==> config.mk <==
export PLATFORM = sky130hd
export DESIGN_NAME = div_unit_flat
export DESIGN_NICKNAME = d
export VERILOG_FILES = /design/src/rtl/div_pkg.sv /design/src/rtl/div_unit_if.sv /design/src/rtl/div_step.sv /design/src/rtl/div_unit.sv /design/src/flat_wrapper.sv
export SDC_FILE = /design/constraint.sdc
export NUM_CORES = 1
export LEC_CHECK = 0
export BUFFER_PORTS_ARGS = -buffer_cell sky130_fd_sc_hd__buf_2
export CAP_MARGIN = 20
export CORE_UTILIZATION = 60
export CTS_CLUSTER_DIAMETER = 80
export CTS_CLUSTER_SIZE = 12
export DETAILED_ROUTE_END_ITERATION = 7
export HOLD_SLACK_MARGIN = 0.1
export PLACE_DENSITY_LB_ADDON = 0.25
export SYNTH_ARGS = -nofsm -noshare
export SYNTH_HDL_FRONTEND = slang
export SYNTH_SLANG_ARGS = --single-unit
==> constraint.sdc <==
create_clock -name clk -period 7.6 [get_ports clk]
set_input_delay 1.14 -clock clk [delete_from_list [all_inputs] [get_ports clk]]
set_output_delay 1.14 -clock clk [all_outputs]
set_load 0.02 [all_outputs]
==> src/rtl/div_pkg.sv <==
// Shared types and constants for the iterative MIPS divider.
//   div_state_e : IDLE / DIV / DONE sequencing states
//   DIV_WIDTH   : operand and result width (32)
//   DIV_CNT_W   : iteration counter width (5)
//   DIV0_QUOT   : quotient reported for a zero divisor
//   OVF_QUOT    : quotient reported for 0x80000000 / -1
package div_pkg;

  localparam int unsigned DIV_WIDTH = 32;
  localparam int unsigned DIV_CNT_W = 5;

  localparam logic [DIV_WIDTH-1:0] DIV0_QUOT = 32'hFFFF_FFFF;
  localparam logic [DIV_WIDTH-1:0] OVF_QUOT  = 32'h8000_0000;

  typedef enum logic [1:0] {
    ST_IDLE = 2'd0,
    ST_DIV  = 2'd1,
    ST_DONE = 2'd2
  } div_state_e;

endpackage

==> src/rtl/div_unit_if.sv <==
// Execute-stage <-> divider handshake bundle.
//   master : execute stage (drives start/operands/annul/result_ack)
//   slave  : divider (drives busy/result_valid/hi/lo)
interface div_unit_if;
  import div_pkg::*;

  logic                 start;
  logic                 signed_div;
  logic                 annul;
  logic [DIV_WIDTH-1:0] dividend;
  logic [DIV_WIDTH-1:0] divisor;
  logic                 result_ack;
  logic                 busy;
  logic                 result_valid;
  logic [DIV_WIDTH-1:0] hi;
  logic [DIV_WIDTH-1:0] lo;

  modport master (
    output start, signed_div, annul, dividend, divisor, result_ack,
    input  busy, result_valid, hi, lo
  );

  modport slave (
    input  start, signed_div, annul, dividend, divisor, result_ack,
    output busy, result_valid, hi, lo
  );

endinterface

==> src/rtl/div_step.sv <==
// One restoring radix-2 iteration on the {rem, quot} shift pair.
//   rem/quot         : current partial remainder (33b) and quotient/dividend register
//   dvs              : divisor magnitude
//   rem_next/quot_next : values after shift + trial subtract
module div_step
  import div_pkg::*;
(
  input  logic [DIV_WIDTH:0]   rem,
  input  logic [DIV_WIDTH-1:0] quot,
  input  logic [DIV_WIDTH-1:0] dvs,
  output logic [DIV_WIDTH:0]   rem_next,
  output logic [DIV_WIDTH-1:0] quot_next
);

  logic [DIV_WIDTH+1:0] rem_sh;
  logic [DIV_WIDTH+1:0] diff;

  // Shift the next dividend bit into the remainder, then try subtracting.
  always_comb begin
    rem_sh    = {rem, quot[DIV_WIDTH-1]};
    diff      = rem_sh - {2'b00, dvs};
    rem_next  = rem_sh[DIV_WIDTH:0];
    quot_next = {quot[DIV_WIDTH-2:0], 1'b0};
    if (!diff[DIV_WIDTH+1]) begin
      rem_next  = diff[DIV_WIDTH:0];
      quot_next = {quot[DIV_WIDTH-2:0], 1'b1};
    end
  end

endmodule

==> src/rtl/div_unit.sv <==
// Iterative 32-bit MIPS DIV/DIVU unit producing HI (remainder) / LO (quotient).
// Optional macro DIV_BYPASS_EN: a zero divisor at launch skips the iterations
// and goes straight to DONE with the divide-by-zero values.
//   clk, rst : clock, synchronous active-high reset
//   bus      : div_unit_if.slave (start/signed_div/annul/dividend/divisor/
//              result_ack in; busy/result_valid/hi/lo out)
module div_unit
  import div_pkg::*;
#(
  parameter int unsigned WIDTH = DIV_WIDTH
) (
  input  logic       clk,
  input  logic       rst,
  div_unit_if.slave  bus
);

  div_state_e           state_q;
  logic [DIV_CNT_W-1:0] cnt_q;
  logic [WIDTH:0]       rem_q;
  logic [WIDTH-1:0]     quot_q;
  logic [WIDTH-1:0]     dvs_q;
  logic [WIDTH-1:0]     dend_raw_q;
  logic                 neg_quot_q;
  logic                 neg_rem_q;
  logic                 busy_q;
  logic                 valid_q;
  logic [WIDTH-1:0]     hi_q;
  logic [WIDTH-1:0]     lo_q;

  logic [WIDTH:0]       rem_nx_c;
  logic [WIDTH-1:0]     quot_nx_c;
  logic [WIDTH-1:0]     dend_mag_c;
  logic [WIDTH-1:0]     dvs_mag_c;
  logic [WIDTH-1:0]     quot_fin_c;
  logic [WIDTH-1:0]     rem_fin_c;
  logic                 zero_bypass_c;

  div_step u_step (
    .rem       (rem_q),
    .quot      (quot_q),
    .dvs       (dvs_q),
    .rem_next  (rem_nx_c),
    .quot_next (quot_nx_c)
  );

  // Operand magnitudes at launch; DIVU uses the raw bit patterns.
  always_comb begin
    dend_mag_c = bus.dividend;
    dvs_mag_c  = bus.divisor;
    if (bus.signed_div && bus.dividend[WIDTH-1]) dend_mag_c = WIDTH'(-bus.dividend);
    if (bus.signed_div && bus.divisor[WIDTH-1])  dvs_mag_c  = WIDTH'(-bus.divisor);
  end

  // Sign correction of the final iteration's result.
  // 0x80000000 / -1 falls out naturally: -(0x80000000) wraps to itself.
  always_comb begin
    quot_fin_c = neg_quot_q ? WIDTH'(-quot_nx_c) : quot_nx_c;
    rem_fin_c  = neg_rem_q  ? WIDTH'(-rem_nx_c[WIDTH-1:0]) : rem_nx_c[WIDTH-1:0];
  end

`ifdef DIV_BYPASS_EN
  assign zero_bypass_c = (bus.divisor == '0);
`else
  assign zero_bypass_c = 1'b0;
`endif

  // Sequencer, datapath registers and registered outputs.
  always_ff @(posedge clk) begin
    if (rst) begin
      state_q    <= ST_IDLE;
      cnt_q      <= '0;
      rem_q      <= '0;
      quot_q     <= '0;
      dvs_q      <= '0;
      dend_raw_q <= '0;
      neg_quot_q <= 1'b0;
      neg_rem_q  <= 1'b0;
      busy_q     <= 1'b0;
      valid_q    <= 1'b0;
      hi_q       <= '0;
      lo_q       <= '0;
    end else if (bus.annul) begin
      state_q <= ST_IDLE;
      busy_q  <= 1'b0;
      valid_q <= 1'b0;
    end else begin
      case (state_q)
        ST_IDLE: begin
          if (bus.start) begin
            neg_quot_q <= bus.signed_div & (bus.dividend[WIDTH-1] ^ bus.divisor[WIDTH-1]);
            neg_rem_q  <= bus.signed_div & bus.dividend[WIDTH-1];
            quot_q     <= dend_mag_c;
            dvs_q      <= dvs_mag_c;
            dend_raw_q <= bus.dividend;
            rem_q      <= '0;
            cnt_q      <= '0;
            busy_q     <= 1'b1;
            if (zero_bypass_c) begin
              state_q <= ST_DONE;
              valid_q <= 1'b1;
              hi_q    <= bus.dividend;
              lo_q    <= DIV0_QUOT;
            end else begin
              state_q <= ST_DIV;
            end
          end
        end
        ST_DIV: begin
          rem_q  <= rem_nx_c;
          quot_q <= quot_nx_c;
          cnt_q  <= DIV_CNT_W'(cnt_q + 1'b1);
          if (cnt_q == DIV_CNT_W'(WIDTH - 1)) begin
            state_q <= ST_DONE;
            valid_q <= 1'b1;
            if (dvs_q == '0) begin
              hi_q <= dend_raw_q;
              lo_q <= DIV0_QUOT;
            end else begin
              hi_q <= rem_fin_c;
              lo_q <= quot_fin_c;
            end
          end
        end
        ST_DONE: begin
          if (bus.result_ack) begin
            state_q <= ST_IDLE;
            busy_q  <= 1'b0;
            valid_q <= 1'b0;
          end
        end
        default: begin
          state_q <= ST_IDLE;
          busy_q  <= 1'b0;
          valid_q <= 1'b0;
        end
      endcase
    end
  end

  assign bus.busy         = busy_q;
  assign bus.result_valid = valid_q;
  assign bus.hi           = hi_q;
  assign bus.lo           = lo_q;

endmodule

==> src/flat_wrapper.sv <==
// flat-port wrapper written by rule: the top's interface ports become plain ports
module div_unit_flat import div_pkg::*;
#(
  parameter int unsigned WIDTH = DIV_WIDTH
)
  (clk, rst, bus_start, bus_signed_div, bus_annul, bus_dividend, bus_divisor, bus_result_ack, bus_busy, bus_result_valid, bus_hi, bus_lo);
  div_unit_if bus_i ();
  input  logic clk;
  input  logic rst;
  input wire logic [$bits(bus_i.start)-1:0] bus_start;
  input wire logic [$bits(bus_i.signed_div)-1:0] bus_signed_div;
  input wire logic [$bits(bus_i.annul)-1:0] bus_annul;
  input wire logic [$bits(bus_i.dividend)-1:0] bus_dividend;
  input wire logic [$bits(bus_i.divisor)-1:0] bus_divisor;
  input wire logic [$bits(bus_i.result_ack)-1:0] bus_result_ack;
  output wire logic [$bits(bus_i.busy)-1:0] bus_busy;
  output wire logic [$bits(bus_i.result_valid)-1:0] bus_result_valid;
  output wire logic [$bits(bus_i.hi)-1:0] bus_hi;
  output wire logic [$bits(bus_i.lo)-1:0] bus_lo;
  assign bus_i.start = bus_start;
  assign bus_i.signed_div = bus_signed_div;
  assign bus_i.annul = bus_annul;
  assign bus_i.dividend = bus_dividend;
  assign bus_i.divisor = bus_divisor;
  assign bus_i.result_ack = bus_result_ack;
  assign bus_busy = bus_i.busy;
  assign bus_result_valid = bus_i.result_valid;
  assign bus_hi = bus_i.hi;
  assign bus_lo = bus_i.lo;
  div_unit #(.WIDTH(WIDTH)) u_core (.clk(clk), .rst(rst), .bus(bus_i));
endmodule
==> results.yml, run 1 <==
yosys:
  syn_nets: 1930
  synth_area_leaders: "dfxtp_1 (30%), nor2_1 (7.1%), a21oi_1 (7.0%), nand2_1 (6.2%), xnor2_1 (4.4%)"
  syn_area_per_cell_um2: 7.36
  netlist_area_um2: 13400
  ys.flop_type: "dfxtp_1"
  async_flop_share_pct: 0
  syn-instance-count: 1821
  seq_area_frac_synth_pct: 30.5
  synth_cell_types: 75
  synth_most_common_cell: "nor2_1"
  synth-seq-cells: 204
  yosys-top-cells-count: "nor2_1 (253), nand2_1 (221), dfxtp_1 (204)"
  yosysTopAreaCellShare_pct: 30.5
  yosysWarnings: 0
  synth-edff-count: 0
  yosysTopAreaCell: "dfxtp_1"
detailed_routing:
  avgViaCountPerCell: 6.44
  wl_per_cell_um: 19.0
  num_vias: 13900
  drt-total-wl_um: 41200
  first_iter_violations: 1455
  drc: 0
  postRouteAntennaNets: 0
  drt_pass1_iterations: 7
final_layout:
  syn_to_final_growth_pct: 9.41
  final_cells: 2161
  final_util_pct: 67.0
  final_area_um2: 14700
  final_nets: 1989
  diodes: 0
  drive_above_1_share_pct: 11.2
timing:
  final.min_clock_period_ns: 6.35
  finalHoldWorstSlack_ns: 0.453
  skew_ns: 0.0155
  drv_slew: 0
  fin_tns_setup_ns: 0
  min_period_over_period_pct: 83.6
  rsz0062_at_grt: "no"
  setup_viol: 0
  slew-limit-headroom_pct: 25.2
  finalWorstSetupSlack_ns: 1.25
  hold_violations: 0
  fmax_mhz: 157
  max_slew.worst_pin.slew_ns: 1.12
setup_path:
  worstSetupStartpointType: "flip-flop"
  cp.required_ns: 7.95
  endpoint_kind: "flip-flop"
  worst_path_max_delay_cell: "nor4_2"
  r2r_start: "u_core.rem_q[17]"
  path_cells: "ha_1 -> a21oi_1 -> nor2_1 -> o31ai_1 -> a22oi_1 -> nor4_2 -> nor3_2 -> inv_1 -> buf_4 -> o21ai_0 -> inv_1 -> ha_1 -> nor4b_1 -> nand2_1 -> or3_1 -> nor3_1 -> nand2_1 -> a31oi_1 -> a31oi_1 -> or2_2 -> o31ai_1 -> xnor2_1 -> o22ai_1"
  r2r-end: "u_core.bus.hi[28]"
  crit_type: "flip-flop to flip-flop"
  r2r_slack_ns: 1.25
  critical_path.endpoint: "u_core.bus.hi[28]"
  arrival_ns: 6.70
  worstPathMaxFanout: 38
  setup.worst_path.start: "u_core.rem_q[17]"
  crit_path_max_incr_delay_ns: 0.62
  reg2reg_depth: 23
floorplanning:
  initial_core_util_pct: 61.2
  rows: 54
  die_x_um: 151
  die_y_um: 151
  coreArea_um2: 21900
  pin_count: 136
  die_area_um2: 22900
pwr:
  switching_power_mw: 0.798
  pwr-share-seq_pct: 44.2
  internal_power_mw: 1.77
  ir_worst_vdd_v: 0.000184
  power.share.combinational_pct: 20.4
  switching_share_pct: 31.1
  pwr-share-clk_pct: 35.4
  finalPower_mw: 2.57
  leakagePower_nw: 5.92
  cellPowerDensity_nw_per_um2: 175
flow_run:
  cap_violations: 0
clock_network:
  cts-root-buf: "clkbuf_16"
  cts_buffers: 21
  cts.path.max_buffers: 3
  cts_tree: "built"
  cts_resized: 0
  h-tree-depth: 1
  cts_setup_buffers: 0
  clock_latency_ns: 0.51
  cts_sinks: 204
  hold_buffers: 0
  path_clk_slew_ns: 0.06
place:
  pre_cts_ws_ns: 1.52
  io_buffers: 135
  globalplace.congestion: 0.976
  dp_hpwl_um: 30100
  dp.cells: 2137
  placed_area_um2: 14100
hold_path:
  hp-class: "flip-flop to flip-flop"
  whs_path_depth: 2
grt:
  grt_pass1_wl_um: 64500
  grt_max_degree: 85
  antenna_found_initial: 1
  gr-total-overflow: 0
  track_usage_pct: 35.6
  grt_pass1_vias: 12500
outcome:
  outcome: "finished, final reports clean"
[final cells by class]
cell class              count  area [µm²]
repair buffers            151         798
clock inverters             2        16.3
inverters                  54         203
fillers                  1928        7220
flip-flops and latches    204        4080
well taps                 280         350
clock buffers              22         529
multi-input cells        1448        8690
[flip-flops by register name, indices dropped and copies added, names as in the netlist]
register	flops
u_core.bus.hi	32
u_core.dend_raw_q	32
u_core.neg_rem_q	1
u_core.cnt_q	5
u_core.neg_quot_q	1
u_core.bus.result_valid	1
u_core.quot_q	32
u_core.bus.lo	32
u_core.state_q	2
u_core.bus.busy	1
u_core.rem_q	33
u_core.dvs_q	32
[cell usage in the layout, fill, tap and decap left out, types with 21 or more instances in the layout]
cell type / netlist / layout
clkbuf_16: 0 / 21
xor2_1: 57 / 57
a22oi_1: 26 / 26
o21ai_0: 91 / 91
a211oi_1: 77 / 77
nor3_1: 46 / 44
mux2i_1: 27 / 27
ha_1: 38 / 38
inv_1: 54 / 54
xnor2_1: 67 / 67
buf_2: 9 / 134
nand2_1: 221 / 221
o31ai_1: 21 / 21
nor4_1: 34 / 34
dfxtp_1: 204 / 204
or3_1: 21 / 21
a21oi_1: 188 / 188
nor2_1: 253 / 252
[worst max-delay path, delay by kind of cell (launching register included)]
| family | cells | cell delay (ns) |
|---|---|---|
| buf+inv | 3 | 0.59 |
| flops | 1 | 0.48 |
| simple gates | 9 | 2.60 |
| xor+xnor | 1 | 0.15 |
| fa+ha+maj | 2 | 0.59 |
| compound gates | 8 | 1.79 |
[worst min-delay path by stage]
stage,start,to,slack (ns)
floorplan,u_core.dend_raw_q[26],u_core.dend_raw_q[26],0.43
global placement,u_core.dend_raw_q[27],u_core.dend_raw_q[27],0.44
detailed placement,u_core.dend_raw_q[9],u_core.dend_raw_q[9],0.44
CTS,u_core.dend_raw_q[29],u_core.dend_raw_q[29],0.45
global route,u_core.dend_raw_q[28],u_core.dend_raw_q[28],0.47
finish,u_core.dend_raw_q[29],u_core.dend_raw_q[29],0.45
[routing by layer]
metal,GRT usage (%),vias up,part of all wire (%)
met4,12.2,0,3.1
met2,55.0,687,44
met1,50.4,6458,43
met3,4.88,103,9.9
met5,0,-,0
li1,-,6672,-
[power by group through the flow]
stage / Combinational (mW) / Sequential (mW) / Clock, mW
final: 0.525 / 1.14 / 0.910
after CTS: 0.511 / 1.14 / 0.920
after global routing: 0.575 / 1.14 / 0.956
after detailed placement: 0.507 / 1.16 / 0
after global placement: 0.499 / 1.16 / 0
after floorplan: 0.364 / 1.15 / 0
[kinds of logic (layout without fill, tap and decap cells)]
| logic type | after synthesis | in the layout | synth area share, % |
|---|---|---|---|
| buffers and inverters | 169 | 229 | 4.95 |
| AOI/OAI and AO/OA | 550 | 550 | 26.2 |
| DFF | 204 | 204 | 30.5 |
| adders and majority gates | 39 | 39 | 3.70 |
| xor gates and xnor gates | 124 | 124 | 8.10 |
| and+or+nand+nor | 697 | 697 | 23.6 |
| muxes | 38 | 38 | 3.02 |
Note: power is estimated with default switching activity, not from simulation.
==> run 2: changes to the inputs <==
--- a/config.mk
+++ b/config.mk
@@ -7,7 +7,7 @@
 export LEC_CHECK = 0
 export BUFFER_PORTS_ARGS = -buffer_cell sky130_fd_sc_hd__buf_2
 export CAP_MARGIN = 20
-export CORE_UTILIZATION = 60
+export CORE_UTILIZATION = 55
 export CTS_CLUSTER_DIAMETER = 80
 export CTS_CLUSTER_SIZE = 12
 export DETAILED_ROUTE_END_ITERATION = 7
==> constraint.sdc (replaced) <==
create_clock -name clk -period 5.1 [get_ports clk]
set_input_delay 0.765 -clock clk [delete_from_list [all_inputs] [get_ports clk]]
set_output_delay 0.765 -clock clk [all_outputs]
set_load 0.02 [all_outputs]
==> run 2 against run 1 <==
Hold slack lost 0.0022 ns. Utilization shrank 2.6 points. Non-clock buffer count grew 43. Clock skew shrank 0.0041 ns. Die area grew 9.0%. Setup slack lost 1.0 ns. Global-route usage shrank 1.8 points. Critical path depth shrank 2. Flip-flop and latch count is the same. Clock power grew 51%. Maximum frequency grew 30%. Final cell count grew 3.8%. Critical path type unchanged. Largest cell class unchanged.
==> results.yml, run 2 (synthesized netlist as in run 1, its figures left out) <==
outcome:
  outcome: "finished, final reports clean"
clock_network:
  cts_tree: "built"
  cts-root-buf: "clkbuf_16"
  h-tree-depth: 1
  cts_buffers: 21
  path_clk_slew_ns: 0.06
  hold_buffers: 0
  cts_sinks: 204
  clock_latency_ns: 0.50
  cts.path.max_buffers: 3
floorplanning:
  pin_count: 136
  rows: 56
  die_y_um: 158
  die_x_um: 158
  initial_core_util_pct: 56.6
  coreArea_um2: 23700
  die_area_um2: 25000
detailed_routing:
  num_vias: 14000
  wl_per_cell_um: 18.9
  drc: 0
  first_iter_violations: 1312
  drt-total-wl_um: 42400
  avgViaCountPerCell: 6.25
  drt_pass1_iterations: 6
  postRouteAntennaNets: 0
pwr:
  switching_share_pct: 31.1
  cellPowerDensity_nw_per_um2: 256
  pwr-share-seq_pct: 43.4
  leakagePower_nw: 6.18
  switching_power_mw: 1.21
  ir_worst_vdd_v: 0.000223
  power.share.combinational_pct: 21.4
  pwr-share-clk_pct: 35.2
  internal_power_mw: 2.69
timing:
  skew_ns: 0.0114
  hold_violations: 0
  finalHoldWorstSlack_ns: 0.451
  drv_slew: 0
  fin_tns_setup_ns: 0
  final.min_clock_period_ns: 4.90
  max_slew.worst_pin.slew_ns: 1.08
  fmax_mhz: 204
  slew-limit-headroom_pct: 27.9
  setup_viol: 0
  finalWorstSetupSlack_ns: 0.201
  min_period_over_period_pct: 96.1
final_layout:
  nFillCells: 2198
  drive_above_1_share_pct: 15.0
  top_register: "u_core.rem_q"
  largest_register_ffs: 33
  syn_to_final_growth_pct: 13.8
  diodes: 0
  final_util_pct: 64.4
  final_cells: 2244
  final_nets: 2032
  layout_commonest_cell: "nor2_1"
  layout_common_cells: "nor2_1 (250), nand2_1 (220), dfxtp_1 (202), a21oi_1 (184), buf_2 (134)"
setup_path:
  arrival_ns: 5.26
  cp.required_ns: 5.46
  worstPathMaxFanout: 6
  endpoint_kind: "flip-flop"
  worstSetupStartpointType: "flip-flop"
  path_cells: "inv_1 -> ha_1 -> nand2_1 -> nor2_1 -> o21ai_2 -> a211oi_4 -> nor4_4 -> nor3_4 -> mux2i_2 -> ha_2 -> nor4b_4 -> nand2_1 -> or3_4 -> nor3_4 -> nand2_1 -> a31oi_1 -> a31oi_2 -> or2_4 -> o31ai_4 -> xnor2_1 -> o22ai_1"
  worst_path_max_delay_cell: "ha_1"
  crit_path_max_incr_delay_ns: 0.39
  cp_common_cell: "nand2_1"
  reg2reg_depth: 21
  crit_type: "flip-flop to flip-flop"
place:
  dp_hpwl_um: 31500
  globalplace.congestion: 0.972
  pre_cts_ws_ns: -0.0447
  io_buffers: 135
  dp.cells: 2217
grt:
  grt_pass1_vias: 12700
  track_usage_pct: 33.8
  grt_max_degree: 100
  grt_pass1_wl_um: 66600
  gr-total-overflow: 0
  antenna_found_initial: 0
flow_run:
  cap_violations: 0
hold_path:
  whs_path_depth: 2
  hp-class: "flip-flop to flip-flop"
-- run 2: cell count changes in the layout (fill, tap and decap cells not counted), moves of 3 or more --
cell     before  now
buf_4        17   60
ha_1         38   31
ha_2          0    6
a21oi_1     188  184
a21oi_2       0    4
o21ai_0      91   88
-- run 2: metrics by stage --
stage / cell area (µm²) / total power, mW
after detailed placement: 14500 / 2.52
after floorplan: 13400 / 2.26
final: 15300 / 3.90
after global placement: 14500 / 2.51
after global routing: 15300 / 4.06
after CTS: 15100 / 3.88
-- run 2: power groups by stage --
stage	clock [mW]	combinational [mW]	sequential [mW]
after floorplan	0	0.545	1.71
after global placement	0	0.782	1.72
after detailed placement	0	0.791	1.73
after CTS	1.39	0.798	1.69
after global routing	1.44	0.915	1.70
final	1.37	0.836	1.69
-- run 2: timing repair --
item                                   4_1_cts  5_1_grt
setup endpoints to repair                    2        9
pin swaps                                    0       10
setup buffers                                0        2
gates resized for setup                      1       39
endpoints found under the hold margin        0        0
-- run 2: final timing paths --
check / slack (ns) / start / endpoint
min: 0.45 / u_core.dend_raw_q[9] / u_core.dend_raw_q[9]
max reg2reg: 0.20 / u_core.dvs_q[8] / u_core.bus.hi[28]
max: 0.20 / u_core.dvs_q[8] / u_core.bus.hi[28]
min reg2reg: 0.45 / u_core.dend_raw_q[9] / u_core.dend_raw_q[9]
-- run 2: critical path: cells and delay by family (launching register included) --
kind	cells	cell delay, ns
compound gates	6	1.12
fa+ha+maj	2	0.60
buf+inv	1	0.06
xor+xnor	1	0.14
flops	1	0.36
simple gates	10	2.19
mux	1	0.29
-- run 2: layer usage --
| metal | global-route usage [%] | part of all wire (%) | up-vias |
|---|---|---|---|
| met5 | 0 | 0 | - |
| met4 | 11.1 | 3.3 | 0 |
| met3 | 6.68 | 9.0 | 98 |
| met2 | 51.4 | 43 | 598 |
| met1 | 47.4 | 44 | 6565 |
| li1 | - | - | 6756 |
-- run 2: cell type report --
type	instances	area (µm²)	share of cell area, %
clock inverters	2	13.8	0.0902
repair buffers	194	1120	7.35
clock buffers	23	543	3.56
well taps	319	399	2.62
multi-input cells	1448	8890	58.3
flip-flops and latches	204	4090	26.8
inverters	54	203	1.33
